**config.mk**
```make
export PLATFORM = sky130hd
export DESIGN_NAME = multiplicador_secuencial_n
export DESIGN_NICKNAME = d
export VERILOG_FILES = /design/src/rtl/multiplicador_secuencial_n.sv
export SDC_FILE = /design/constraint.sdc
export NUM_CORES = 1
export LEC_CHECK = 0
export CORE_MARGIN = 8
export CORE_UTILIZATION = 50
export CTS_CLUSTER_SIZE = 20
export DETAILED_ROUTE_END_ITERATION = 6
export GPL_TIMING_DRIVEN = 0
export MAX_ROUTING_LAYER = met4
export PLACE_DENSITY_LB_ADDON = 0.25
export SYNTH_ARGS = -nofsm -noshare
export SYNTH_HDL_FRONTEND = slang
export SYNTH_SLANG_ARGS = --single-unit
```
**constraint.sdc**
```tcl
create_clock -name clk -period 5.5 [get_ports clk]
set_input_delay 1.375 -clock clk [delete_from_list [all_inputs] [get_ports clk]]
set_output_delay 1.375 -clock clk [all_outputs]
set_load 0.01 [all_outputs]
```
**src/rtl/multiplicador_secuencial_n.sv**
```systemverilog
`default_nettype none
// ============================================================================
//  Module   : multiplicador_secuencial_n (with helper sumadorCompletoN)
//  Purpose  : Iterative radix-2 shift-and-add multiplier, one partial product
//             per clock, unsigned or two's-complement operands, full
//             2*WIDTH-bit product, start/done handshake.
//  Ports    : clk           rising-edge clock
//             rst_n         asynchronous active-low reset
//             start         request, sampled only in IDLE
//             con_signo     1 = two's-complement operands, 0 = unsigned
//             multiplicando operand A (WIDTH bits), captured with start
//             multiplicador operand B (WIDTH bits), captured with start
//             busy          high in CALC and FIN
//             done          one-cycle pulse in FIN; res valid from then on
//             res           product (2*WIDTH bits), held until next completion
//  Revision : 1.0 - initial release
// ============================================================================

// Ripple-carry N-bit adder; the single accumulation resource of the multiplier.
module sumadorCompletoN #(
    parameter int N = 4
) (
    input  logic [N-1:0] a,
    input  logic [N-1:0] b,
    input  logic         cin,
    output logic [N-1:0] s,
    output logic         cout
);
    logic [N:0] w_c;

    assign w_c[0] = cin;

    for (genvar i = 0; i < N; i++) begin : g_fa
        assign s[i]     = a[i] ^ b[i] ^ w_c[i];
        assign w_c[i+1] = (a[i] & b[i]) | (w_c[i] & (a[i] ^ b[i]));
    end

    assign cout = w_c[N];
endmodule

module multiplicador_secuencial_n #(
    parameter int WIDTH = 4
) (
    input  logic               clk,
    input  logic               rst_n,
    input  logic               start,
    input  logic               con_signo,
    input  logic [WIDTH-1:0]   multiplicando,
    input  logic [WIDTH-1:0]   multiplicador,
    output logic               busy,
    output logic               done,
    output logic [2*WIDTH-1:0] res
);
    localparam int CW = (WIDTH > 1) ? $clog2(WIDTH) : 1;

    typedef enum logic [1:0] {
        IDLE = 2'd0,
        CALC = 2'd1,
        FIN  = 2'd2
    } state_t;

    state_t r_state;
    state_t w_next_state;

    logic [WIDTH:0]     r_acc_hi;   // upper partial product incl. carry bit
    logic [WIDTH-1:0]   r_acc_lo;   // multiplier bits, replaced by product LSBs
    logic [WIDTH-1:0]   r_mcand;
    logic [CW-1:0]      r_cuenta;
    logic               r_signo;
    logic [2*WIDTH-1:0] r_res;

    logic [WIDTH-1:0]   w_a_abs;
    logic [WIDTH-1:0]   w_b_abs;
    logic [WIDTH-1:0]   w_sum;
    logic               w_cout;
    logic [WIDTH:0]     w_sum_full;
    logic [2*WIDTH-1:0] w_prod_mag;
    logic [2*WIDTH-1:0] w_res_next;
    logic               w_last;

    // Magnitudes; -2^(WIDTH-1) negates to itself, which reads correctly as
    // an unsigned magnitude.
    assign w_a_abs = (con_signo && multiplicando[WIDTH-1]) ? -multiplicando : multiplicando;
    assign w_b_abs = (con_signo && multiplicador[WIDTH-1]) ? -multiplicador : multiplicador;

    sumadorCompletoN #(
        .N (WIDTH)
    ) u_sumador (
        .a    (r_acc_hi[WIDTH-1:0]),
        .b    (r_mcand),
        .cin  (1'b0),
        .s    (w_sum),
        .cout (w_cout)
    );

    assign w_sum_full = r_acc_lo[0] ? {w_cout, w_sum} : r_acc_hi;

    // Product after the final shift: the shifted-out MSB is always zero,
    // so the low 2*WIDTH bits carry the whole magnitude.
    assign w_prod_mag = {w_sum_full, r_acc_lo[WIDTH-1:1]};
    assign w_res_next = r_signo ? -w_prod_mag : w_prod_mag;   // -0 == 0
    assign w_last     = (r_cuenta == CW'(WIDTH - 1));

    // State register
    always_ff @(posedge clk or negedge rst_n) begin
        if (!rst_n) begin
            r_state <= IDLE;
        end else begin
            r_state <= w_next_state;
        end
    end

    // Next-state logic
    always_comb begin
        w_next_state = r_state;
        case (r_state)
            IDLE:    if (start) w_next_state = CALC;
            CALC:    if (w_last) w_next_state = FIN;
            FIN:     w_next_state = IDLE;
            default: w_next_state = IDLE;
        endcase
    end

    // Datapath
    always_ff @(posedge clk or negedge rst_n) begin
        if (!rst_n) begin
            r_acc_hi <= '0;
            r_acc_lo <= '0;
            r_mcand  <= '0;
            r_cuenta <= '0;
            r_signo  <= 1'b0;
            r_res    <= '0;
        end else begin
            case (r_state)
                IDLE: begin
                    if (start) begin
                        r_acc_hi <= '0;
                        r_acc_lo <= w_b_abs;
                        r_mcand  <= w_a_abs;
                        r_cuenta <= '0;
                        r_signo  <= con_signo & (multiplicando[WIDTH-1] ^ multiplicador[WIDTH-1]);
                    end
                end
                CALC: begin
                    r_acc_hi <= {1'b0, w_sum_full[WIDTH:1]};
                    r_acc_lo <= {w_sum_full[0], r_acc_lo[WIDTH-1:1]};
                    r_cuenta <= r_cuenta + CW'(1);
                    if (w_last) begin
                        r_res <= w_res_next;
                    end
                end
                default: ;
            endcase
        end
    end

    assign busy = (r_state == CALC) || (r_state == FIN);
    assign done = (r_state == FIN);
    assign res  = r_res;
endmodule
`default_nettype wire

```
==> results.cfg <==
[status]
run_status = complete, no violations

[detailed_routing]
ant_nets = 0
drt_iter0_drc = 50
wl_mm = 2.95
vias_per_cell = 5.57
vias = 1170
detail_route.first_pass.iterations = 4
detail_route.wl_per_cell_um = 14.1
drc = 0

[layout]
multi_input_area_um2 = 769
area_growth_pct = 18.7
n_antenna_cell = 0
drive_gt1_frac = 0.0559
fillerInstances = 244
regArea_um2 = 626
mostFrequentLayoutCells = 25 x nand2_1, 25 x dfrtp_1, 21 x clkdlybuf4s50_1
nets = 203

[clock_network]
cts_tree = done
h-tree-depth = 1
clk_latency_ns = 0.33
cts_buffer_depth = 2
clockRootBuffer = clkbuf_4
clock_sinks = 25
cts_setup_buffers = 0
clkTransAtPathRegs_ns = 0.14
hold_buffers = 0
cts_made_buffers = 3
post_cts_resize_count = 0

[pwr]
p_leak_nw = 0.826
irDropWorstVdd_mv = 0.316
pwr_density_cell_nw_per_um2 = 522
swShare = 0.431
combPwrFrac = 0.553
p_int_w = 0.000519
p_sw_w = 0.000393
p_seq_frac = 0.356
p_clk_frac = 0.091

[floorplan]
num_rows = 19
die_w_um = 70.3
initial_core_util = 0.530
core_um2 = 2780
fp.dieArea_um2 = 4940
die_h_um = 70.3
io_pins = 22

[sta]
finalSetupTns_ns = 0
fmax_mhz = 335
worst_slew_pin_slew_ns = 1.09
setup_slack_ns = 2.51
final_max_slew_viol_count = 0
finalHoldViolations = 0
hold_slack_ns = 0.495
slew_headroom = 0.269
setup_viol = 0
fin_crit_ns = 2.99
period_share = 0.543
clock-skew-final_ns = 0.0130
rsz0062_at_grt = false

[critical_path]
crit_required_ns = 4.12
path_cells = inv_1, ha_1, clkdlybuf4s50_1
startpoint_type = flop
worst-path-stages = 3
crit_type = reg2out
slowest_delay_ns = 0.53
critPathTopFamily = buffers and inverters
path_max_fanout = 3
critPathBufInv = 2
cp-end-kind = primary output
r2r_cells = 8
critPathArrivalTime_ns = 1.61
slowest_stage = clkdlybuf4s50_1

[synth]
synth_cells = 154
synth_seq_cells = 25
ys_seq_area_frac = 0.424
async_flop_share = 1.00
yosysWarningCount = 0
syn-cell-area_um2 = 1470
synthFlopType = dfrtp_1
synth_cell_types = 35
avgSynthCellArea_um2 = 9.57
syn-num-nets = 177
synth-edff-count = 0

[global_routing]
grt_overflow = 0
use_met3 = 0.0367
grt_pass1_vias = 1263
grt_max_degree = 26
top_usage_layer = met2
track_usage = 0.138
grt_antenna_before_repair = 0
gr-usage-met1 = 0.157
grt_pass1_wl_mm = 5.56
use_met2 = 0.225

[placement]
hpwlAfterDp_mm = 2.38
preCtsSetupSlack_ns = 2.56
port_buffers = 21
gp_congestion = 0.869

[worst_hold_path]
hold_path.class = reg2reg
hold_path_depth = 2

[run]
cap_violations = 0
-- sequential cells by signal, indices dropped and copies added, names as in the netlist --
signal and flops:
r_state 2, r_signo 1, r_cuenta 2, r_acc_hi 4
r_acc_lo 4, r_mcand 4, res 8
-- power groups by stage --
| stage | logic (W) | clock network, W | registers [W] |
|---|---|---|---|
| after CTS | 0.000510 | 0.0000849 | 0.000326 |
| after detailed placement | 0.000508 | 0 | 0.000329 |
| after global routing | 0.000571 | 0.0000908 | 0.000338 |
| after global placement | 0.000489 | 0 | 0.000323 |
| final | 0.000504 | 0.0000831 | 0.000325 |
| after floorplan | 0.000345 | 0 | 0.000325 |
-- Yosys cell counts (all sizes together) (5+ instances only) --
cell   count  share of area
nand2     25          0.064
nor2       6          0.015
mux2i      9          0.064
dfrtp     25           0.42
o22ai      5          0.021
o21ai     18          0.061
inv       12          0.031
a21oi      6          0.020
ha         8          0.068
-- metal layers --
layer,share of wire,routed length [µm]
met1,0.45,1320
met2,0.47,1390
met3,0.059,173
met4,0.023,67
met5,0,0
-- cell type report --
cell class | count | area share
timing repair buffer | 21 | 0.120
tap | 31 | 0.0222
clock buffer | 4 | 0.0150
sequential | 25 | 0.358
inverter | 12 | 0.0258
multi-input combinational | 111 | 0.440
buffer | 6 | 0.0193
-- tightest hold or removal path: cells and delay by family (launching register included) --
| kind | cells | cell delay [ns] |
|---|---|---|
| AOI/OAI and AO/OA | 1 | 0.06 |
| and+or+nand+nor | 1 | 0.05 |
| DFF | 1 | 0.37 |
-- metrics by stage --
step | std cells | util | power, W | area, µm²
after floorplan | 154 | - | 0.000670 | 1470
after global placement | 206 | 0.619 | 0.000812 | 1720
after detailed placement | 206 | 0.619 | 0.000837 | 1720
after CTS | 210 | 0.629 | 0.000921 | 1750
after global routing | 210 | 0.629 | 0.00100 | 1750
final | 210 | 0.629 | 0.000912 | 1750
-- cell families after synthesis --
group / after synthesis / synth area share
AO/OA/AOI/OAI: 41 / 0.175
XOR/XNOR: 6 / 0.0357
flip-flops: 25 / 0.424
AND/OR/NAND/NOR: 44 / 0.139
multiplexers: 9 / 0.0637
buffers and inverters: 18 / 0.0535
adder cells (fa/ha/maj): 11 / 0.109
-- final timing paths --
kind / start / to / slack [ns]
worst max-delay path: r_state[1]$_DFFE_PN0P_ / busy / 2.51
worst min register to register: res[3]$_DFFE_PN0P_ / res[3]$_DFFE_PN0P_ / 0.50
worst max register to register: r_acc_hi[0]$_DFFE_PN0P_ / res[7]$_DFFE_PN0P_ / 2.75
min in group asynchronous: rst_n / res[0]$_DFFE_PN0P_ / 1.62
max in group asynchronous: rst_n / r_mcand[0]$_DFFE_PN0P_ / 3.22
worst min-delay path: res[3]$_DFFE_PN0P_ / res[3]$_DFFE_PN0P_ / 0.50
(Power assumes the default switching activity.)
